<file path="src/rtl/pet_prg_loader.sv">
// rtl/pet_prg_loader.sv - PRG image loader driving the PET DMA write port
//
// Turns a host byte stream holding a Commodore PRG image into RAM writes.
// The first two stream bytes are the little-endian load address. When the
// image has been written, the BASIC 4 VARTAB/ARYTAB/STREND pointers are set
// to the end of the image, so RUN works straight away.
//
// Ports:
//   clk, reset        system clock, synchronous active-high reset
//   dl_active         download window; rising edge starts, falling edge ends
//   dl_wr, dl_data    one-cycle byte strobe and stream byte
//   dl_wait           high during the pointer patch writes
//   dma_addr/din/we   registered RAM write port
//   cpu_hold          holds the CPU in reset while a load is in progress
//   err               sticky: short header or byte outside RAM
module pet_prg_loader #(
    parameter int          PATCH_BASIC = 1,
    parameter logic [15:0] PTR_BASE    = 16'h002A,
    parameter logic [15:0] RAM_TOP     = 16'h8000
) (
    input  logic        clk,
    input  logic        reset,
    input  logic        dl_active,
    input  logic        dl_wr,
    input  logic [7:0]  dl_data,
    output logic        dl_wait,
    output logic [15:0] dma_addr,
    output logic [7:0]  dma_din,
    output logic        dma_we,
    output logic        cpu_hold,
    output logic        err
);

    typedef enum logic [2:0] {
        S_IDLE,
        S_HDR_LO,
        S_HDR_HI,
        S_DATA,
        S_PATCH,
        S_DONE
    } state_t;

    state_t      state_q, state_d;
    logic        dl_active_q;
    logic [15:0] ptr_q, ptr_d;
    logic        ovf_q, ovf_d;
    logic [2:0]  patch_idx_q, patch_idx_d;
    logic        err_q, err_d;
    logic        cpu_hold_q, cpu_hold_d;
    logic        dl_wait_q, dl_wait_d;
    logic        dma_we_q, dma_we_d;
    logic [15:0] dma_addr_q, dma_addr_d;
    logic [7:0]  dma_din_q, dma_din_d;

    logic        act_rise;
    logic        act_fall;
    logic        in_range;
    logic [15:0] patch_addr;

    assign act_rise   = dl_active & ~dl_active_q;
    assign act_fall   = ~dl_active & dl_active_q;
    // Once the pointer has left RAM, bytes stay discarded even after the
    // 16-bit pointer wraps back into low memory.
    assign in_range   = ~ovf_q && (ptr_q < RAM_TOP) && ~ptr_q[15];
    assign patch_addr = PTR_BASE + {13'd0, patch_idx_q};

    always_comb begin
        state_d     = state_q;
        ptr_d       = ptr_q;
        ovf_d       = ovf_q;
        patch_idx_d = patch_idx_q;
        err_d       = err_q;
        cpu_hold_d  = cpu_hold_q;
        dl_wait_d   = 1'b0;
        dma_we_d    = 1'b0;
        dma_addr_d  = dma_addr_q;
        dma_din_d   = dma_din_q;

        case (state_q)
            S_IDLE: begin
                if (act_rise) begin
                    err_d      = 1'b0;
                    ovf_d      = 1'b0;
                    cpu_hold_d = 1'b1;
                    state_d    = S_HDR_LO;
                end
            end
            S_HDR_LO: begin
                if (dl_wr) begin
                    ptr_d[7:0] = dl_data;
                    state_d    = S_HDR_HI;
                end
                if (act_fall) begin
                    err_d   = 1'b1;
                    state_d = S_DONE;
                end
            end
            S_HDR_HI: begin
                if (dl_wr) begin
                    ptr_d[15:8] = dl_data;
                    state_d     = S_DATA;
                    // Header completed on the closing cycle: empty image.
                    if (act_fall) begin
                        patch_idx_d = 3'd0;
                        state_d     = (PATCH_BASIC != 0) ? S_PATCH : S_DONE;
                    end
                end else if (act_fall) begin
                    err_d   = 1'b1;
                    state_d = S_DONE;
                end
            end
            S_DATA: begin
                if (dl_wr) begin
                    if (in_range) begin
                        dma_we_d   = 1'b1;
                        dma_addr_d = ptr_q;
                        dma_din_d  = dl_data;
                    end else begin
                        err_d = 1'b1;
                        ovf_d = 1'b1;
                    end
                    ptr_d = ptr_q + 16'd1;
                end
                // err_d already reflects a bad byte arriving on this cycle.
                if (act_fall) begin
                    patch_idx_d = 3'd0;
                    state_d     = ((PATCH_BASIC != 0) && !err_d) ? S_PATCH : S_DONE;
                end
            end
            S_PATCH: begin
                dl_wait_d  = 1'b1;
                dma_we_d   = ~patch_addr[15];
                dma_addr_d = patch_addr;
                dma_din_d  = patch_idx_q[0] ? ptr_q[15:8] : ptr_q[7:0];
                if (patch_idx_q == 3'd5) begin
                    state_d = S_DONE;
                end else begin
                    patch_idx_d = patch_idx_q + 3'd1;
                end
            end
            S_DONE: begin
                cpu_hold_d = 1'b0;
                state_d    = S_IDLE;
            end
            default: begin
                state_d = S_IDLE;
            end
        endcase
    end

    always_ff @(posedge clk) begin
        if (reset) begin
            state_q     <= S_IDLE;
            // Track the live level so a reset inside a download does not
            // look like a fresh start edge afterwards.
            dl_active_q <= dl_active;
            ptr_q       <= 16'd0;
            ovf_q       <= 1'b0;
            patch_idx_q <= 3'd0;
            err_q       <= 1'b0;
            cpu_hold_q  <= 1'b0;
            dl_wait_q   <= 1'b0;
            dma_we_q    <= 1'b0;
            dma_addr_q  <= 16'd0;
            dma_din_q   <= 8'd0;
        end else begin
            state_q     <= state_d;
            dl_active_q <= dl_active;
            ptr_q       <= ptr_d;
            ovf_q       <= ovf_d;
            patch_idx_q <= patch_idx_d;
            err_q       <= err_d;
            cpu_hold_q  <= cpu_hold_d;
            dl_wait_q   <= dl_wait_d;
            dma_we_q    <= dma_we_d;
            dma_addr_q  <= dma_addr_d;
            dma_din_q   <= dma_din_d;
        end
    end

    assign dl_wait  = dl_wait_q;
    assign dma_addr = dma_addr_q;
    assign dma_din  = dma_din_q;
    assign dma_we   = dma_we_q;
    assign cpu_hold = cpu_hold_q;
    assign err      = err_q;

endmodule

</file>
<file path="config.mk">
export PLATFORM = sky130hd
export DESIGN_NAME = pet_prg_loader
export DESIGN_NICKNAME = d
export VERILOG_FILES = /design/src/rtl/pet_prg_loader.sv
export SDC_FILE = /design/constraint.sdc
export NUM_CORES = 1
export LEC_CHECK = 0
export BUFFER_PORTS_ARGS = -buffer_cell sky130_fd_sc_hd__buf_4
export CORE_UTILIZATION = 57
export DETAILED_ROUTE_END_ITERATION = 8
export PLACE_DENSITY = 0.91
export SYNTH_ARGS = -nofsm -noshare
export SYNTH_HDL_FRONTEND = slang
export SYNTH_SLANG_ARGS = --single-unit
</file>
<file path="constraint.sdc">
create_clock -name clk -period 1.9 [get_ports clk]
set_input_delay 0.095 -clock clk [delete_from_list [all_inputs] [get_ports clk]]
set_output_delay 0.095 -clock clk [all_outputs]
set_load 0.005 [all_outputs]
</file>
# Yosys cells after proc, flatten, opt, wreduce, memory -nomap -nowiden
# Index checks and enable logic that the tools add are counted.
# op_classes
n_shift,0
n_div,0
reduce_logical,18
n_bitwise,7
n_addsub,3
mux,41
multipliers,0
n_eq_ne,18
magnitude_cmp,1
# op_table
operator,count
$mux 16,3
$pmux 8 s2,3
$mux 3,11
$mux 8,4
$pmux 16 s2,1
$ne 2x2->1 const B,10
$add 16x1->16 const B,1
$lt 16x16->1 const B,1
$pmux 3 s5,1
$reduce_and 3->1,5
$mux 1,13
$reduce_bool 2->1,5
$eq 3x3->1 const B,3
$pmux 3 s3,1
$add 6x3->7 const A,1
$eq 3x2->1 const B,2
$ne 3x3->1 const B,2
$pmux 1 s2,3
$reduce_and 5->1,1
$not 1->1,4
$pmux 1 s4,1
$reduce_and 4->1,1
$reduce_bool 4->1,1
$add 3x1->3 const B,1
7 further kinds,9
# totals
ramBits,0
latch_bits,0
regBits,52
n_memories,0
in_bits,12
output_inout_bits,28
romBits,0

# Logic depth before layout (Yosys ltp)
# Gate-level depths: netlist (run 1).
# depth
word_depth,9
ltp_mapped,7
ltp_nobuf,6

# Worst setup path before layout (run 1)
# No wires, ideal clock.
# synth_path
path_kind,reg-to-reg
start,reg ptr_q[0]
end,reg ptr_q[14]
setup_slack_ns,0.202
synth_period_minus_slack_ns,1.698
stages_incl_launch_ff,6
path_buffers,0
arrival_ns,1.624
setup_time_ns,0.074
cell_sequence,dfxtp_1 ha_1 and3_1 nand4_4 or4_1 a31oi_1
# synth_via
elab_chain_cells,3
# synth_rtl
element,line_no,source
"start, declared",45,"logic [15:0] ptr_q, ptr_d;"
"start signal, assigned",169,ptr_q <= ptr_d;
$add 16x1->16,122,ptr_d = ptr_q + 16'd1;
$mux 16,113,if (dl_wr) begin
$pmux 8 s2,79,case (state_q)
# Every way passes these cells. The select of a mux whose other input is x is not followed.
# A chain may end at the register's enable or synchronous reset.

# Worst setup path in the final report (run 1)
# Ends and elaborated chain as after synthesis.

==> out/metrics.yaml, run 1 <==
die-area_mm2: 0.00528
placed_cell_area_mm2: 0.00329
tritoncts: "built"
routedWlPerCell_um: 16.9
fmax_mhz: 564
criticalPathCategory: "reg2reg"
cp-start-kind: "flip-flop"
grt_usage_pct: 30.8
ir_drop_v: 0.000559
syn_area_mm2: 0.00284
ff2ff_setup_slack_ns: 0.13
finalSetupViolCount: 0
min_path_type: "in2reg"
drc: 0
drt-vias-per-instance: 6.47
yosysTopAreaCellShare_pct: 36.6
pre_cts_slack_ns: 0.104
slew_headroom_pct: 67.8
cts_buffers: 5
fin_area_mm2: 0.00341
setup_tns_ns: 0
synth_edf_count: 0
clockBufferDepth: 2
first_iter_violations: 365
finalCriticalPeriod_ns: 1.77
grt_pass1_vias: 2611
post-dp-hpwl_um: 5340
drv_slew: 0
die_w_um: 72.6
power_leakage_uw: 0.00133
worst_pin_slew_ns: 0.471
syn_avg_cell_area_um2: 8.08
ant_nets: 0
hold_path_startpoint: "dl_data[1]"
die_h_um: 72.6
yosysTopAreaCell: "dfxtp_1"
htreeDepth: 2
yosys-top-cells-area: "dfxtp_1 (37%), nand2_1 (6.9%), a21oi_1 (4.8%)"
r2r_cells: 5
cts_root_buffer: "clkbuf_8"
ys.flop_type: "dfxtp_1"
nets: 407
grt_max_degree: 47
syn_to_final_growth_pct: 20.0
clock-sinks: 52
r2r-start: "ptr_q[0]$_SDFFE_PP0P_"
synthDistinctLibCells: 56
syn_nets: 368
diodes: 0
fin_skew_ns: 0.00747
postSynth.asyncResetShare_pct: 0
crit_arrival_ns: 2.02
io_buffers: 39
io_pins: 40
outcome: "finished clean"
endpoint_kind: "flip-flop"
cp_max_fo: 7
gp_congestion: 0.913
core_area_mm2: 0.00475
drt_wl_total_um: 7770
setup_slack_ns: 0.129
post_cts.repair.setup_buffers: 0
fp-row-count: 25
clock_latency_ns: 0.32
grt_overflow: 0
synth_cells: 352
initial_core_util_pct: 59.8
clk_pin_slew_worst_paths_ns: 0.10
synth-seq-area-share_pct: 36.6
drive_gt1_share_pct: 20.2
r2r_end: "ptr_q[14]$_SDFFE_PP0P_"
min_delay_worst_endpoint: "dma_din[1]$_SDFFE_PP0P_"
post-route-period-util_pct: 93.2
finalHoldViolations: 0
whs_path_depth: 3
required_ns: 2.15
grt_pass1_wl_um: 12500
yosys_warnings: 0
rsz0062_at_grt: "no"
drv_cap: 0
p_per_area_mw_per_mm2: 866
synth_seq_cells: 52
vias: 2968
antenna_found_initial: 0
drtPass1Iterations: 5
==> critical path, stage by stage (launching register included) <==
cell,delay (ns)
dfxtp_2,0.40
ha_1,0.22
and3_1,0.25
nand4_4,0.12
or4_1,0.53
a31oi_1,0.18
==> metal layers <==
layer  GRT usage [%]  share of wire (%)  up-vias
met5               0                  0        -
met4            13.5                2.3        0
met3            5.80                8.9       32
met2            48.4                 47      190
met1            41.2                 42     1372
li1                -                  -     1374
==> final cells by class <==
| cell class | count | area (um^2) |
|---|---|---|
| inverters | 6 | 22.5 |
| flip-flops and latches | 52 | 1040 |
| multi-input cells | 263 | 1650 |
| clock inverters | 3 | 46.3 |
| fillers | 357 | 1340 |
| clock buffers | 5 | 68.8 |
| well taps | 67 | 83.8 |
| repair buffers | 63 | 500 |
==> worst max path at each step <==
| stage | slack (ns) | to | startpoint |
|---|---|---|---|
| after floorplan | 0.20 | ptr_q[14]$_SDFFE_PP0P_ | ptr_q[0]$_SDFFE_PP0P_ |
| after global placement | 0.17 | ptr_q[14]$_SDFFE_PP0P_ | ptr_q[0]$_SDFFE_PP0P_ |
| after detailed placement | 0.10 | ptr_q[14]$_SDFFE_PP0P_ | ptr_q[0]$_SDFFE_PP0P_ |
| after CTS | 0.08 | ptr_q[14]$_SDFFE_PP0P_ | ptr_q[0]$_SDFFE_PP0P_ |
| after global routing | 0.03 | ptr_q[14]$_SDFFE_PP0P_ | ptr_q[0]$_SDFFE_PP0P_ |
| final | 0.13 | ptr_q[14]$_SDFFE_PP0P_ | ptr_q[0]$_SDFFE_PP0P_ |
==> per-stage QoR <==
stage / total power (uW) / instances / hold slack [ns] / utilization, %
floorplan: 1840 / 352 / 0.123 / -
global placement: 2130 / 450 / 0.231 / 69.1
detailed placement: 2160 / 450 / 0.235 / 69.1
CTS: 2940 / 459 / 0.0652 / 71.7
global route: 3080 / 459 / 0.0761 / 71.8
finish: 2960 / 459 / 0.0642 / 71.8
==> synthesized netlist by cell type (9+ instances only) <==
library cell,count
nor2_1,17
dfxtp_1,52
nor2b_1,13
a31oi_1,9
nand2_1,52
buf_2,10
clkbuf_1,18
nor3_1,10
a311oi_1,10
o21ai_0,9
a211oi_1,13
a21oi_1,27
==> report_power, final <==
part | switching (uW) | internal [uW]
registers | 109 | 1200
logic | 450 | 405
clock network | 391 | 397
==> placed cells by master (no fill, tap or decap), types with 4 or more instances in the layout <==
| cell | Yosys | routed |
|---|---|---|
| a211oi_1 | 13 | 13 |
| a21o_1 | 4 | 4 |
| a21oi_1 | 27 | 27 |
| a311oi_1 | 10 | 10 |
| a31oi_1 | 9 | 9 |
| and2_1 | 4 | 4 |
| buf_4 | 1 | 60 |
| clkbuf_8 | 0 | 5 |
| dfxtp_1 | 52 | 50 |
| ha_1 | 4 | 4 |
| inv_1 | 6 | 6 |
| mux2i_1 | 8 | 8 |
| nand2_1 | 52 | 52 |
| nand2b_1 | 8 | 8 |
| nand3_1 | 7 | 7 |
| nand3b_1 | 6 | 6 |
| nor2_1 | 17 | 17 |
| nor2b_1 | 13 | 13 |
| nor3_1 | 10 | 10 |
| o21ai_0 | 9 | 9 |
| o21ai_1 | 4 | 4 |
| o221a_1 | 4 | 4 |
| or3_1 | 5 | 5 |
| or4_1 | 4 | 4 |
==> kinds of logic (layout without fill, tap and decap cells) <==
family | count (synthesis) | count (layout) | share of synthesized area [%]
AND/OR/NAND/NOR | 152 | 152 | 29.8
AO/OA/AOI/OAI | 99 | 99 | 23.6
flip-flops | 52 | 52 | 36.6
buffers and inverters | 37 | 77 | 5.46
multiplexers | 8 | 8 | 2.82
adder cells (fa/ha/maj) | 4 | 4 | 1.76
==> flip-flops by register name, indices dropped and copies added (netlist names), 3 cells and up <==
register     cells
dma_addr        16
dma_din          8
patch_idx_q      3
ptr_q           16
state_q          3
==> timing repair <==
item                                    4_1_cts  5_1_grt
endpoints found under the setup margin        0        2
endpoints found under the hold margin         1        0
hold buffers                                  1        0
resized for setup                             0        2
(Power assumes the default switching activity.)
==> run 2: changes to the inputs <==
--- a/config.mk
+++ b/config.mk
@@ -6,8 +6,10 @@
 export NUM_CORES = 1
 export LEC_CHECK = 0
 export BUFFER_PORTS_ARGS = -buffer_cell sky130_fd_sc_hd__buf_4
+export CORE_MARGIN = 2
 export CORE_UTILIZATION = 57
 export DETAILED_ROUTE_END_ITERATION = 8
+export MAX_ROUTING_LAYER = met4
 export PLACE_DENSITY = 0.91
 export SYNTH_ARGS = -nofsm -noshare
 export SYNTH_HDL_FRONTEND = slang
==> out/metrics.yaml, run 2 (synthesized netlist as in run 1, its figures left out) <==
crit_arrival_ns: 1.99
initial_core_util_pct: 59.8
drt_wl_total_um: 7380
endpoint_kind: "flip-flop"
diodes: 0
setup_slack_ns: 0.159
grt_pass1_vias: 2617
fmax_mhz: 574
syn_to_final_growth_pct: 19.4
routedWlPerCell_um: 16.0
post-route-period-util_pct: 91.6
min_delay_worst_endpoint: "dma_din[6]$_SDFFE_PP0P_"
placed_cells: 450
finalHoldViolations: 0
clockBufferDepth: 2
die_h_um: 74.6
io_buffers: 39
finalCriticalPeriod_ns: 1.74
clk_pin_slew_worst_paths_ns: 0.11
ir_drop_v: 0.000444
grt_usage_pct: 29.3
io_pins: 40
clkPwrFrac_pct: 23.8
p_per_area_mw_per_mm2: 829
ff2ff_setup_slack_ns: 0.16
seqCellArea_mm2: 0.00104
core_area_mm2: 0.00475
layout_common_cells: "buf_4 (63), nand2_1 (52), dfxtp_1 (50)"
cp_max_fo: 8
r2r-start: "ptr_q[2]$_SDFFE_PP0P_"
cp-start-kind: "flip-flop"
sw_frac_of_total_pct: 33.8
power.total_uw: 2810
grt_pass1_wl_um: 12300
fp-row-count: 25
post-dp-hpwl_um: 5180
min_path_type: "in2reg"
hold_path_startpoint: "dl_data[6]"
cts_buffers: 5
p_sw_uw: 950
power_leakage_uw: 0.00133
gp_congestion: 1.01
internal_power_uw: 1860
drive_gt1_share_pct: 20.6
required_ns: 2.15
setup_tns_ns: 0
cts_root_buffer: "clkbuf_8"
htreeDepth: 2
slew_headroom_pct: 68.8
final_common_cell: "buf_4"
first_iter_violations: 335
fin_cells: 461
clock-sinks: 52
nets: 409
ant_nets: 0
drt-vias-per-instance: 6.24
criticalPathCategory: "reg2reg"
die_w_um: 74.6
antenna_found_initial: 0
drc: 0
power_frac_comb_pct: 30.1
fill_cells: 378
drv_slew: 0
fin_area_mm2: 0.00339
fin_skew_ns: 0.0128
worst_pin_slew_ns: 0.469
r2r_end: "ptr_q[15]$_SDFFE_PP0P_"
grt_max_degree: 47
rsz0062_at_grt: "no"
finalSetupViolCount: 0
outcome: "finished clean"
grt_overflow: 0
r2r_cells: 4
whs_path_depth: 3
drtPass1Iterations: 5
pre_cts_slack_ns: 0.123
placed_cell_area_mm2: 0.00327
clock_latency_ns: 0.32
vias: 2876
drv_cap: 0
sequentialPowerShare_pct: 46.1
multiInputGateArea_mm2: 0.00165
die-area_mm2: 0.00557
tritoncts: "built"
==> run 2: critical path, stage by stage, from the launching register on <==
cell and delay (ns):
dfxtp_1 0.49, and4_4 0.31, nand4_4 0.15, or4_1 0.55, a31oi_1 0.16
==> run 2: what timing repair did <==
item | 4_1_cts | 5_1_grt
hold buffers | 1 | 0
gates resized for setup | 0 | 2
buffers inserted | 0 | 2
endpoints found under the setup margin | 0 | 4
hold endpoints to repair | 1 | 0
==> run 2: power groups by stage <==
stage / logic, uW / registers (uW) / clock network [uW]
final: 847 / 1300 / 670
after floorplan: 534 / 1310 / 0
after global routing: 933 / 1310 / 727
after detailed placement: 830 / 1320 / 0
after CTS: 838 / 1290 / 676
after global placement: 803 / 1310 / 0
==> run 2: metrics by stage <==
stage / utilization [%] / hold slack [ns]
after floorplan: - / 0.123
after global placement: 68.8 / 0.239
after detailed placement: 68.8 / 0.241
after CTS: 71.0 / 0.0591
after global routing: 71.4 / 0.0674
final: 71.4 / 0.0684
==> run 2: area by class of cell <==
cell class                 instances  area share [%]
sequential                        52            30.7
multi-input combinational        263            48.5
clock inverter                     3           0.737
tap                               67            2.47
clock buffer                       5            2.03
timing repair buffer              65            14.8
inverter                           6           0.663
==> run 2: metal layers <==
metal | vias up | wire length (um) | global-route usage, %
met3 | 15 | 530 | 5.49
met5 | - | 0 | -
li1 | 1379 | - | -
met4 | 0 | 159 | 10.1
met1 | 1357 | 3260 | 37.9
met2 | 125 | 3430 | 46.3
==> run 2: worst max-delay path by stage <==
stage | start | slack, ns | endpoint
after floorplan | ptr_q[0]$_SDFFE_PP0P_ | 0.20 | ptr_q[14]$_SDFFE_PP0P_
after CTS | ptr_q[1]$_SDFFE_PP0P_ | 0.08 | ptr_q[14]$_SDFFE_PP0P_
final | ptr_q[2]$_SDFFE_PP0P_ | 0.16 | ptr_q[15]$_SDFFE_PP0P_
after global placement | ptr_q[0]$_SDFFE_PP0P_ | 0.16 | ptr_q[14]$_SDFFE_PP0P_
after detailed placement | ptr_q[0]$_SDFFE_PP0P_ | 0.12 | ptr_q[14]$_SDFFE_PP0P_
after global routing | ptr_q[1]$_SDFFE_PP0P_ | 0.04 | ptr_q[14]$_SDFFE_PP0P_
==> run 3: changes to the inputs <==
--- a/config.mk
+++ b/config.mk
@@ -6,7 +6,9 @@
 export NUM_CORES = 1
 export LEC_CHECK = 0
 export BUFFER_PORTS_ARGS = -buffer_cell sky130_fd_sc_hd__buf_4
-export CORE_MARGIN = 2
+export CAP_MARGIN = 40
+export CORE_ASPECT_RATIO = 1.5
+export CORE_MARGIN = 10
 export CORE_UTILIZATION = 57
 export DETAILED_ROUTE_END_ITERATION = 8
 export MAX_ROUTING_LAYER = met4
==> out/metrics.yaml, run 3 (synthesized netlist as in run 1, its figures left out) <==
p_per_area_mw_per_mm2: 874
io_pins: 40
grt_pass1_vias: 2932
clk_pin_slew_worst_paths_ns: 0.10
pre_cts_slack_ns: 0.124
post-route-period-util_pct: 91.8
drc: 0
layout_common_cells: "buf_4 (62), nand2_1 (52), dfxtp_1 (49)"
drv_cap: 0
ant_nets: 0
clockBufferDepth: 2
criticalPathCategory: "reg2reg"
clock-sinks: 52
drive_gt1_share_pct: 20.7
fill_cells: 363
nets: 407
post_cts.repair.setup_buffers: 0
die_h_um: 107
ir_drop_v: 0.000701
diodes: 0
finalHoldViolations: 0
post-dp-hpwl_um: 5960
outcome: "finished clean"
min_path_type: "in2reg"
grt_pass1_wl_um: 13700
fp-row-count: 31
gp_congestion: 0.923
fin_skew_ns: 0.0108
placed_cell_area_mm2: 0.00326
die_w_um: 77.7
finalSetupViolCount: 0
grt_usage_pct: 20.5
routedWlPerCell_um: 18.3
cp_max_fo: 7
grt_max_degree: 47
first_iter_violations: 432
worst_pin_slew_ns: 0.486
fin_area_mm2: 0.00340
clock_latency_ns: 0.31
cts_buffers: 5
io_buffers: 39
tritoncts: "built"
fmax_mhz: 574
finalCriticalPeriod_ns: 1.74
endpoint_kind: "flip-flop"
power.total_uw: 2970
setup_slack_ns: 0.157
crit_arrival_ns: 1.98
drt_wl_total_um: 8380
vias: 2910
core_area_mm2: 0.00485
htreeDepth: 2
antenna_found_initial: 0
cp-start-kind: "flip-flop"
drtPass1Iterations: 6
drt-vias-per-instance: 6.35
die-area_mm2: 0.00827
multiInputGateArea_mm2: 0.00166
slew_headroom_pct: 67.6
final_common_cell: "buf_4"
seqCellArea_mm2: 0.00104
rsz0062_at_grt: "no"
required_ns: 2.14
power_leakage_uw: 0.00132
initial_core_util_pct: 58.7
syn_to_final_growth_pct: 19.4
setup_tns_ns: 0
drv_slew: 0
grt_overflow: 0
cts_root_buffer: "clkbuf_8"
==> run 3: worst paths after layout <==
| check | startpoint | to | slack (ns) | cells after the start |
|---|---|---|---|---|
| hold / removal | dl_data[2] | dma_din[2]$_SDFFE_PP0P_ | 0.06 | 3 |
| setup reg to reg | ptr_q[0]$_SDFFE_PP0P_ | ptr_q[14]$_SDFFE_PP0P_ | 0.16 | 5 |
| hold reg to reg | dma_addr[15]$_SDFFE_PP0P_ | dma_addr[15]$_SDFFE_PP0P_ | 0.44 | 2 |
| setup / recovery | ptr_q[0]$_SDFFE_PP0P_ | ptr_q[14]$_SDFFE_PP0P_ | 0.16 | 5 |
==> run 3: final cells by class <==
type                       count  area share [%]
clock buffer                   5            2.03
sequential                    52            30.8
timing repair buffer          63            14.0
clock inverter                 3            1.36
tap                           66            2.43
inverter                       6           0.663
multi-input combinational    263            48.7
==> run 3: through the flow <==
| step | utilization (%) | hold WS (ns) | instances |
|---|---|---|---|
| after detailed placement | 67.2 | 0.242 | 449 |
| final | 70.0 | 0.0589 | 458 |
| after global placement | 67.2 | 0.241 | 449 |
| after floorplan | - | 0.123 | 352 |
| after CTS | 69.8 | 0.0614 | 458 |
| after global routing | 70.0 | 0.0650 | 458 |
==> run 3: power breakdown <==
| group | internal, uW | total [uW] | leakage, uW | switching, uW |
|---|---|---|---|---|
| combinational | 386 | 835 | 0.000844 | 449 |
| clock | 397 | 793 | 0.0000548 | 396 |
| sequential | 1210 | 1340 | 0.000422 | 132 |
| total | 1990 | 2970 | 0.00132 | 977 |
==> run 3: timing repair <==
item / 4_1_cts / 5_1_grt
hold endpoints to repair: 1 / 0
hold buffers: 1 / 0
setup endpoints to repair: 0 / 3
gates resized for setup: 0 / 4
==> run 3: critical path, stage by stage, from the launching register on <==
cell     delay (ns)
dfxtp_2        0.40
ha_1           0.23
and3_1         0.25
nand4_4        0.13
or4_1          0.52
a31oi_1        0.16
==> run 3: per-layer routing <==
metal  GRT usage, %  up-vias  wire length [um]
met3           5.56       52               622
met4           15.3        0               529
met5              -        -                 0
met1           19.8     1333              3110
li1               -     1372                 -
met2           34.4      153              4110
